`config.mk`:
```
export PLATFORM = sky130hd
export DESIGN_NAME = shift_scheduler
export DESIGN_NICKNAME = d
export VERILOG_FILES = /design/src/rtl/shift_sched_pkg.sv /design/src/rtl/shift_scheduler_rr_arbiter.sv /design/src/rtl/shift_scheduler.sv
export SDC_FILE = /design/constraint.sdc
export NUM_CORES = 1
export LEC_CHECK = 0
export ABC_AREA = 1
export ABC_CLOCK_PERIOD_IN_PS = 5830
export CORE_AREA = 2 2 157 159
export CTS_CLUSTER_DIAMETER = 30
export CTS_CLUSTER_SIZE = 20
export DETAILED_ROUTE_END_ITERATION = 12
export DIE_AREA = 0 0 159 161
export PLACE_DENSITY = 0.61
export SYNTH_ARGS = -nofsm -noshare
export SYNTH_HDL_FRONTEND = slang
export SYNTH_HIERARCHICAL = 1
export SYNTH_SLANG_ARGS = --single-unit
```
`constraint.sdc`:
```
create_clock -name clk -period 5.83 [get_ports clk]
set_clock_uncertainty 0.15 [all_clocks]
set_input_delay 1.166 -clock clk [delete_from_list [all_inputs] [get_ports clk]]
set_output_delay 1.166 -clock clk [all_outputs]
set_load 0.03 [all_outputs]
```
`src/rtl/shift_sched_pkg.sv`:
```
// Shared constants, FSM encoding and overflow helper for shift_scheduler.
package shift_sched_pkg;

  localparam int DATA_W    = 32;
  localparam int MAX_SHIFT = 32;

  typedef enum logic [1:0] {
    IDLE  = 2'd0,
    ISSUE = 2'd1,
    WAIT  = 2'd2,
    RESP  = 2'd3
  } state_e;

  // True when the shift loses set bits above bit 31 or the amount is out of range.
  function automatic logic shl_overflow(input logic [DATA_W-1:0] base,
                                        input logic [DATA_W-1:0] power);
    logic [2*DATA_W-1:0] wide;
    wide = {{DATA_W{1'b0}}, base} << power[4:0];
    return (power >= DATA_W'(MAX_SHIFT)) || (|wide[2*DATA_W-1:DATA_W]);
  endfunction

endpackage

```
`src/rtl/shift_scheduler_rr_arbiter.sv`:
```
// Combinational round-robin arbiter: first request at or after ptr wins.
module rr_arbiter #(
  parameter int NUM_REQ = 4,
  parameter int IDX_W   = 2
) (
  input  logic [NUM_REQ-1:0] req,
  input  logic [IDX_W-1:0]   ptr,
  output logic [NUM_REQ-1:0] grant,
  output logic [IDX_W-1:0]   grant_idx,
  output logic               grant_valid
);

  // Scan from farthest to nearest so the candidate closest to ptr is written last.
  always_comb begin
    grant       = '0;
    grant_idx   = '0;
    grant_valid = 1'b0;
    for (int k = NUM_REQ - 1; k >= 0; k--) begin
      if (req[(int'(ptr) + k) % NUM_REQ]) begin
        grant                                = '0;
        grant[(int'(ptr) + k) % NUM_REQ]     = 1'b1;
        grant_idx                            = IDX_W'((int'(ptr) + k) % NUM_REQ);
        grant_valid                          = 1'b1;
      end
    end
  end

endmodule

```
`src/rtl/shift_scheduler.sv`:
```
// Time-shares one external left-shift unit among NUM_REQ requesters, round-robin.
// Optional overflow flag output rsp_ovf is enabled with SHIFT_SCHED_OVF_EN.
module shift_scheduler
  import shift_sched_pkg::*;
#(
  parameter int NUM_REQ   = 4,
  parameter int IDX_W     = 2,
  parameter int SHIFT_LAT = 1
) (
  input  logic                      clk,
  input  logic                      rst_n,
  input  logic [NUM_REQ-1:0]        req_valid,
  output logic [NUM_REQ-1:0]        req_ready,
  input  logic [NUM_REQ*DATA_W-1:0] req_base,
  input  logic [NUM_REQ*DATA_W-1:0] req_power,
  output logic [DATA_W-1:0]         sh_base,
  output logic [DATA_W-1:0]         sh_power,
  input  logic [DATA_W-1:0]         sh_result,
  output logic                      rsp_valid,
  input  logic                      rsp_ready,
  output logic [DATA_W-1:0]         rsp_data,
  output logic [IDX_W-1:0]          rsp_idx,
`ifdef SHIFT_SCHED_OVF_EN
  output logic                      rsp_ovf,
`endif
  output logic                      busy
);

  localparam int CNT_W = 2;

  state_e              state_q, state_d;
  logic [IDX_W-1:0]    rr_q, rr_d;
  logic [IDX_W-1:0]    idx_q, idx_d;
  logic [DATA_W-1:0]   base_q, base_d;
  logic [DATA_W-1:0]   power_q, power_d;
  logic [CNT_W-1:0]    cnt_q, cnt_d;
  logic                rsp_valid_q, rsp_valid_d;
  logic [DATA_W-1:0]   rsp_data_q, rsp_data_d;
`ifdef SHIFT_SCHED_OVF_EN
  logic                ovf_q, ovf_d;
  logic                rsp_ovf_q, rsp_ovf_d;
`endif

  logic [NUM_REQ-1:0]  grant;
  logic [IDX_W-1:0]    grant_idx;
  logic                grant_valid;

  rr_arbiter #(
    .NUM_REQ (NUM_REQ),
    .IDX_W   (IDX_W)
  ) u_arb (
    .req         (req_valid),
    .ptr         (rr_q),
    .grant       (grant),
    .grant_idx   (grant_idx),
    .grant_valid (grant_valid)
  );

  always_comb begin
    state_d     = state_q;
    rr_d        = rr_q;
    idx_d       = idx_q;
    base_d      = base_q;
    power_d     = power_q;
    cnt_d       = cnt_q;
    rsp_valid_d = rsp_valid_q;
    rsp_data_d  = rsp_data_q;
`ifdef SHIFT_SCHED_OVF_EN
    ovf_d       = ovf_q;
    rsp_ovf_d   = rsp_ovf_q;
`endif
    unique case (state_q)
      IDLE: begin
        if (grant_valid) begin
          idx_d   = grant_idx;
          base_d  = req_base[32'(grant_idx)*DATA_W +: DATA_W];
          power_d = req_power[32'(grant_idx)*DATA_W +: DATA_W];
          state_d = ISSUE;
        end
      end
      ISSUE: begin
        cnt_d   = CNT_W'(SHIFT_LAT - 1);
`ifdef SHIFT_SCHED_OVF_EN
        ovf_d   = shl_overflow(base_q, power_q);
`endif
        state_d = WAIT;
      end
      WAIT: begin
        if (cnt_q == '0) begin
          // Out-of-range amounts give zero whatever the shifter returns.
          rsp_data_d  = (power_q >= DATA_W'(MAX_SHIFT)) ? '0 : sh_result;
          rsp_valid_d = 1'b1;
`ifdef SHIFT_SCHED_OVF_EN
          rsp_ovf_d   = ovf_q;
`endif
          state_d     = RESP;
        end else begin
          cnt_d = cnt_q - CNT_W'(1);
        end
      end
      RESP: begin
        if (rsp_ready) begin
          rsp_valid_d = 1'b0;
          rr_d        = (idx_q == IDX_W'(NUM_REQ - 1)) ? '0 : idx_q + IDX_W'(1);
          state_d     = IDLE;
        end
      end
      default: state_d = IDLE;
    endcase
  end

  always_ff @(posedge clk or negedge rst_n) begin
    if (!rst_n) begin
      state_q     <= IDLE;
      rr_q        <= '0;
      idx_q       <= '0;
      base_q      <= '0;
      power_q     <= '0;
      cnt_q       <= '0;
      rsp_valid_q <= 1'b0;
      rsp_data_q  <= '0;
`ifdef SHIFT_SCHED_OVF_EN
      ovf_q       <= 1'b0;
      rsp_ovf_q   <= 1'b0;
`endif
    end else begin
      state_q     <= state_d;
      rr_q        <= rr_d;
      idx_q       <= idx_d;
      base_q      <= base_d;
      power_q     <= power_d;
      cnt_q       <= cnt_d;
      rsp_valid_q <= rsp_valid_d;
      rsp_data_q  <= rsp_data_d;
`ifdef SHIFT_SCHED_OVF_EN
      ovf_q       <= ovf_d;
      rsp_ovf_q   <= rsp_ovf_d;
`endif
    end
  end

  // Grants are suppressed while reset is held so nothing is offered before release.
  assign req_ready = (state_q == IDLE && rst_n) ? grant : '0;
  assign sh_base   = base_q;
  assign sh_power  = power_q;
  assign rsp_valid = rsp_valid_q;
  assign rsp_data  = rsp_data_q;
  assign rsp_idx   = idx_q;
  assign busy      = (state_q != IDLE);
`ifdef SHIFT_SCHED_OVF_EN
  assign rsp_ovf   = rsp_ovf_q;
`endif

endmodule

```
# Word-level counts from Yosys, hierarchy flattened
# Cells that the tools add are included.
[totals] reg_bits=105 input_bits=295 output_inout_bits=104 elab_cells=97
[op_classes] addsub=5 magnitude_cmp=9 n_eq_ne=8 shifts=2 n_mux=43 bitwise_logic=3 reduce_logical=19
[ops] cell="128-bit by 8-bit indexed part select with 32-bit output" count=2
[ops] cell="32-bit by 6-bit >= comparator with 1-bit output, second input constant" count=1
[ops] cell="32-bit two-way mux" count=1
[ops] cell="4-bit two-way mux" count=5
[ops] cell="2-bit two-way mux" count=9
[ops] cell="1-bit two-way mux" count=17
[ops] cell="3-bit by 4-bit < comparator with 1-bit output, second input constant" count=3
[ops] cell="3-bit by 1-bit >= comparator with 1-bit output, second input constant" count=3
[ops] cell="1-bit binary-select mux with 2-bit select" count=4
[ops] cell="1-bit demux with 2-bit select" count=4
[ops] cell="2-bit != test, second input constant" count=4
[ops] cell="2-bit case mux with 4 select lines" count=1
[ops] cell="2-bit AND reduction" count=4
[ops] cell="2-bit equality test, second input constant" count=3
[ops] cell="3-bit AND reduction" count=2
[ops] cell="2-bit nonzero test" count=3
[ops] cell="2-bit OR reduction" count=3
[ops] cell="1-bit logical AND" count=5
[ops] cell="2-bit by 1-bit adder with 2-bit output, second input constant" count=2
[ops] cell="2-bit adder, second input constant" count=2
[ops] cell="2-bit zero test" count=2
[ops] cell="2-bit case mux with 2 select lines" count=1
[ops] cell="1-bit bitwise AND, first input constant" count=3
[ops] cell="2-bit by 3-bit < comparator with 1-bit output, second input constant" count=1
[ops] cell="other kinds (4)" count=4

# Logic depth before layout (Yosys ltp)
[logic_depth] word_depth=12 ltp_mapped=18

# Modules after synthesis
# The synthesis kept the hierarchy.
[modules_own_cells] module="shift_scheduler" instances=1 cells_per_inst=883 area_per_inst_um2=6396.1 seq_area_each_um2=2627.5
[modules_own_cells] module="rr_arbiter" instances=1 cells_per_inst=86 area_per_inst_um2=503.0 seq_area_each_um2=0.0

# Worst setup path after synthesis
# Ideal clock, no wire load.
[synth_timing] path_kind="input port to output port" start="input req_valid[2]" end="output req_ready[2]" arrival_time_ps=2302 path_slack_ps=2212 cell_stages=10 path_cell_list="inv_1 -> o21ai_1 -> nand2_1 -> nand2_4 -> nand3_1 -> nand2_1 -> nor2_1 -> nor2_1 -> inv_1 -> nor2_1"
[synth_via] elab_chain_cells=8 word_cells_on_any_way=16 cone_classes="16 x mux"
[synth_lines] item="from (decl)" line="shift_scheduler.sv:12" text="input logic [NUM_REQ-1:0] req_valid,"
[synth_lines] item="1-bit binary-select mux with 2-bit select" line="shift_scheduler_rr_arbiter.sv:19" text="if (req[(int'(ptr) + k) % NUM_REQ]) begin"
[synth_lines] item="1-bit two-way mux (implied by the code) (2 in a row)" line="shift_scheduler_rr_arbiter.sv:19"
[synth_lines] item="4-bit two-way mux (3 in a row)" line="shift_scheduler_rr_arbiter.sv:19"
[synth_lines] item="4-bit two-way mux *" line="shift_scheduler_rr_arbiter.sv:19"
[synth_lines] item="net grant[2]" line="shift_scheduler.sv:44" text="logic [NUM_REQ-1:0] grant;"
[synth_lines] item="4-bit two-way mux *" line="shift_scheduler.sv:143" text="assign req_ready = (state_q == IDLE && rst_n) ? grant : '0;"
[synth_lines] item="to (decl)" line="shift_scheduler.sv:13" text="output logic [NUM_REQ-1:0] req_ready,"
# The timed path passes the listed nets; every way through them passes the cells marked *. The select of a mux whose other input is x is not followed.

# Final worst setup path
[layout_timing] start="input req_valid[2]" end="register base_q[30] (netlist: sh_base[30])"
[layout_via] elab_chain_cells=8 word_cells_on_any_way=21 cone_classes="1 x shift; 19 x mux; 1 x reduce/logical"
[layout_lines] item="1-bit binary-select mux with 2-bit select" line="shift_scheduler_rr_arbiter.sv:19"
[layout_lines] item="1-bit two-way mux (implied by the code) (2 in a row)" line="shift_scheduler_rr_arbiter.sv:19"
[layout_lines] item="2-bit two-way mux (3 in a row)" line="shift_scheduler_rr_arbiter.sv:19"
[layout_lines] item="2-bit two-way mux *" line="shift_scheduler_rr_arbiter.sv:19"
[layout_lines] item="net grant_idx[0]" line="shift_scheduler.sv:45" text="logic [IDX_W-1:0] grant_idx;"
[layout_lines] item="128-bit by 8-bit indexed part select with 32-bit output *" line="shift_scheduler.sv:76" text="base_d = req_base[32'(grant_idx)*DATA_W +: DATA_W];"
[layout_lines] item="to (signal assigned)" line="shift_scheduler.sv:130" text="base_q <= base_d;"
[layout_lines] item="to (decl)" line="shift_scheduler.sv:34" text="logic [DATA_W-1:0] base_q, base_d;"
# Marks and branches as above.
# A chain may end at the register's enable or synchronous reset.

==> flow_summary.html <==
<table>
<tr><th>Metric</th><th>Value</th></tr>
<tr><th colspan="2">Run status</th></tr>
<tr><td>Status</td><td>finished clean</td></tr>
<tr><th colspan="2">Floorplan</th></tr>
<tr><td>Die Footprint</td><td>between 20,000 and 30,000 µm²</td></tr>
<tr><td>Width of the die</td><td>roughly 160 µm</td></tr>
<tr><td>Vert. Die Dim</td><td>between 150 and 200 µm</td></tr>
<tr><td>Area of the placeable core</td><td>23,960 µm²</td></tr>
<tr><td># IOs</td><td>approximately 400</td></tr>
<tr><td>Starting utilization of the core area</td><td>between 20% and 30%</td></tr>
<tr><td>FP Rows</td><td>57</td></tr>
<tr><th colspan="2">Layout</th></tr>
<tr><td>Fill cells</td><td>approximately 2,500</td></tr>
<tr><td>Fraction of final layout cells sized beyond drive strength 1</td><td>~9%</td></tr>
<tr><td>Post-route design area</td><td>about 11,000 µm²</td></tr>
<tr><td>Total Nets Final</td><td>around 1,600</td></tr>
<tr><td>Post-synthesis to final-layout area growth</td><td>64.69%</td></tr>
<tr><td>Final core occ</td><td>a little under half</td></tr>
<tr><th colspan="2">Power and ir drop</th></tr>
<tr><td>Peak supply drop</td><td>around 0.27 mV</td></tr>
<tr><td>Internal Pwr Total</td><td>0.002852 W</td></tr>
<tr><td>Final total power</td><td>between 0.006 and 0.007 W</td></tr>
<tr><td>Total leakage power</td><td>~5 nW</td></tr>
<tr><td>Proportion of power drawn by flip-flops and latches</td><td>about a fifth</td></tr>
<tr><td>Sw frac</td><td>52.95%</td></tr>
<tr><td>Net switching power</td><td>0.003210 W</td></tr>
<tr><td>Power per Cell Area</td><td>between 500 and 600 nW/µm²</td></tr>
<tr><td>Clock power share</td><td>under 10%</td></tr>
<tr><td>Power share of the combinational group</td><td>between 70% and 80%</td></tr>
<tr><th colspan="2">Setup path</th></tr>
<tr><td>Crit path required time</td><td>5.91 ns</td></tr>
<tr><td>RR Startpoint</td><td>rr_q[0]</td></tr>
<tr><td>Crit Path Max Fanout</td><td>53</td></tr>
<tr><td>Internal reg-to-reg setup slack</td><td>about 1.4 ns</td></tr>
<tr><td>Endpoint type of the worst setup path</td><td>flip-flop</td></tr>
<tr><td>Depth of the most critical reg-to-reg path</td><td>13</td></tr>
<tr><td>Endpoint arrival time on the critical path</td><td>around 4.7 ns</td></tr>
<tr><td>Endpoint of the most critical register-to-register path</td><td>sh_base[30]</td></tr>
<tr><td>Critical path start-end classification</td><td>in -&gt; reg</td></tr>
<tr><td>Startpoint types</td><td>primary input</td></tr>
<tr><th colspan="2">Route</th></tr>
<tr><td>Mean routed wirelength per cell</td><td>~18 µm</td></tr>
<tr><td>Antenna Nets Post-Route</td><td>0</td></tr>
<tr><td>Via density per instance</td><td>between 4 and 5</td></tr>
<tr><td>Vias post-DR</td><td>about 7,800</td></tr>
<tr><td>Final wirelength</td><td>29.28 mm</td></tr>
<tr><td>Count of TritonRoute iterations in the first routing pass</td><td>5</td></tr>
<tr><td>Number of design-rule violations left by the first detailed-router iteration</td><td>around 450</td></tr>
<tr><td>Residual DRC count</td><td>0</td></tr>
<tr><th colspan="2">Global route</th></tr>
<tr><td>Pin count of the biggest net entering global routing</td><td>67</td></tr>
<tr><td>GRT Overall Usage</td><td>about 22%</td></tr>
<tr><td>First-pass GRT wire length</td><td>around 44 mm</td></tr>
<tr><td>Number of antenna violations at the first check in global routing</td><td>5</td></tr>
<tr><td>Aggregate global routing overflow</td><td>0</td></tr>
<tr><td>Vias in the first global route</td><td>roughly 7,700</td></tr>
<tr><th colspan="2">Timing</th></tr>
<tr><td>Post-route setup slack</td><td>between 1 and 1.5 ns</td></tr>
<tr><td>Final number of hold-violating endpoints</td><td>0</td></tr>
<tr><td>Max_slew headroom</td><td>18.87%</td></tr>
<tr><td>RSZ-0062 raised after global routing</td><td>no</td></tr>
<tr><td>Time the final worst path needs with I/O delays and setup</td><td>roughly 4.7 ns</td></tr>
<tr><td>Period utilization</td><td>79.81%</td></tr>
<tr><td>Final setup violation count</td><td>0</td></tr>
<tr><td>Measured slew at the worst slew-check pin</td><td>around 1.2 ns</td></tr>
<tr><td>Fmax</td><td>214.9 MHz</td></tr>
<tr><td>Setup TNS</td><td>0 ns</td></tr>
<tr><td>Final Max Slew Viols</td><td>0</td></tr>
<tr><th colspan="2">Clock tree</th></tr>
<tr><td>Sink count of the clock tree</td><td>between 100 and 150</td></tr>
<tr><td>Number of buffers added to fix hold violations after cts</td><td>0</td></tr>
<tr><td>Insertion delay of the later-clocked pin in the worst-skew pair</td><td>about 0.35 ns</td></tr>
<tr><td>Clock transition at the registers of the reported paths</td><td>about 0.07 ns</td></tr>
<tr><td>Bufs on Longest Clock Path</td><td>2</td></tr>
<tr><td>Number of setup buffers added after CTS</td><td>0</td></tr>
<tr><td>Root buffer cell</td><td>clkbuf_16</td></tr>
<tr><td>Resized Gates After CTS</td><td>0</td></tr>
<tr><td>H-tree level count</td><td>3</td></tr>
<tr><td>CTS tree</td><td>built</td></tr>
<tr><td>Number of clock buffers inserted by TritonCTS</td><td>9</td></tr>
<tr><th colspan="2">Yosys</th></tr>
<tr><td>YS warnings</td><td>6</td></tr>
<tr><td>Mean Syn Cell Area</td><td>between 7 and 8 µm²</td></tr>
<tr><td>Top flip-flop cell by instance count after synthesis</td><td>dfrtp_1</td></tr>
<tr><td>Asr flop ratio synth</td><td>100.0%</td></tr>
<tr><td>Post-synth top cells</td><td>nand2_1, nor2_1, dfrtp_1</td></tr>
<tr><td>Synthesized netlist net count</td><td>1,279</td></tr>
<tr><td>Top-count cell post-synth</td><td>nand2_1</td></tr>
<tr><td>Number of standard cells after synthesis</td><td>a little under 1,000</td></tr>
<tr><td>Register bit count reported by yosys</td><td>105</td></tr>
<tr><td>Post-synth EDFFs</td><td>0</td></tr>
<tr><td>Portion of synthesized cell area occupied by the leading cell type</td><td>between 30% and 40%</td></tr>
<tr><td>Count of distinct cell types in the synthesized netlist</td><td>31</td></tr>
<tr><td>Largest cells by area after synthesis</td><td>dfrtp_1, nand2_1, nor2_1</td></tr>
<tr><td>Sequential area share after synthesis</td><td>approximately two fifths</td></tr>
<tr><td>Cell area after synthesis</td><td>a little under 7000 µm²</td></tr>
<tr><td>Post-synth top area cell</td><td>dfrtp_1</td></tr>
<tr><th colspan="2">Placement</th></tr>
<tr><td>Number of buffer cells added on primary ports</td><td>approximately 400</td></tr>
<tr><td>Worst setup timing slack at the placement stage</td><td>0.7996 ns</td></tr>
<tr><td>Placed Area</td><td>~11,000 µm²</td></tr>
<tr><td>Sum of net half-perimeters after detailed placement</td><td>approximately 22 mm</td></tr>
<tr><td>GP Congestion</td><td>0.8497</td></tr>
<tr><th colspan="2">Min path</th></tr>
<tr><td>Hold Startpoint</td><td>rsp_data[3]</td></tr>
<tr><td>Min-Delay Endpoint</td><td>rsp_data[3]</td></tr>
<tr><td>Min-Delay Path Class</td><td>reg -&gt; reg</td></tr>
<tr><td>Hold Path Depth</td><td>2</td></tr>
<tr><th colspan="2">Run</th></tr>
<tr><td>Maximum Capacitance Violations</td><td>0</td></tr>
</table>
## routing by layer
metal | GRT usage, % | part of all wire, %
met1 | 25.80 | 39
met5 | 0 | 0.038
met2 | 39.53 | 50
met4 | 7.521 | 2.6
met3 | 6.240 | 7.9
## critical path, stage by stage
cell and delay (ns):
clkdlybuf4s50_1 0.45, inv_1 0.04, o21ai_1 0.20, nand2_1 0.14, nand2_4 0.14, a21oi_4 0.08, o21ai_4 0.78, clkinv_2 0.80
buf_12 0.41, or2_2 0.30, o2111ai_1 0.07, nand3_1 0.09
## cell type report
cell class | instances | area, µm² | area share, %
repair buffers | 409 | 4076 | 35.88
flip-flops and latches | 105 | 2628 | 23.13
diodes | 3 | 7.507 | 0.06607
clock inverters | 7 | 52.55 | 0.4625
inverters | 103 | 395.4 | 3.480
multi-input cells | 699 | 3572 | 31.44
clock buffers | 9 | 225.2 | 1.982
well taps | 324 | 405.4 | 3.568
## metrics by stage
stage                     hold slack [ns]  instances
final                              0.3290       1659
after floorplan                    0.3030        969
after global routing               0.3557       1658
after detailed placement           0.3139       1640
after CTS                          0.3325       1656
after global placement             0.3112       1640
## how the worst max path moves through the flow
stage                       from  depth (start not counted)            to  slack, ns
floorplan           req_valid[2]                         10  req_ready[2]       2.21
global placement    req_valid[2]                         12   sh_base[30]       0.85
detailed placement  req_valid[2]                         12   sh_base[30]       0.80
CTS                 req_valid[2]                         12   sh_base[30]       1.18
global route        req_valid[2]                         13   sh_base[22]       0.88
finish              req_valid[2]                         12   sh_base[30]       1.18
## logic make-up (layout without fill, tap and decap cells)
family	count (synthesis)	count (layout)	share of synthesized area (%)
adders and majority gates	15	15	2.720
buffers and inverters	165	528	10.45
muxes	1	1	0.1632
other	0	3	0
DFF	105	105	38.08
AOI/OAI and AO/OA	209	209	18.64
and+or+nand+nor	474	474	29.94
## placed cells by master, fill, tap and decap left out, drive strengths merged, types with 3 or more instances in the layout
cell type / instances
o221ai: 15
ha: 15
nand2: 226
inv: 105
nor2: 137
clkinv: 4
o211ai: 59
clkdlybuf4s50: 397
clkbuf: 9
buf: 12
nand3: 49
a21oi: 7
dfrtp: 105
o22ai: 15
or2: 61
o21ai: 111
diode: 3
## power by group through the flow
stage	clock network [W]	registers, W	logic (W)
6_report	0.000597	0.00115	0.00431
5_1_grt	0.000650	0.00119	0.00477
4_1_cts	0.000619	0.00115	0.00437
3_5_place_dp	0	0.00117	0.00436
3_3_place_gp	0	0.00116	0.00432
2_1_floorplan	0	0.00159	0.00248
## flip-flops by register name (all words and copies together), names as in the netlist
name	cells
cnt_q	2
rsp_valid	1
sh_base	32
rr_q	2
sh_power	32
rsp_idx	2
state_q	2
rsp_data	32
(Power assumes the default switching activity.)
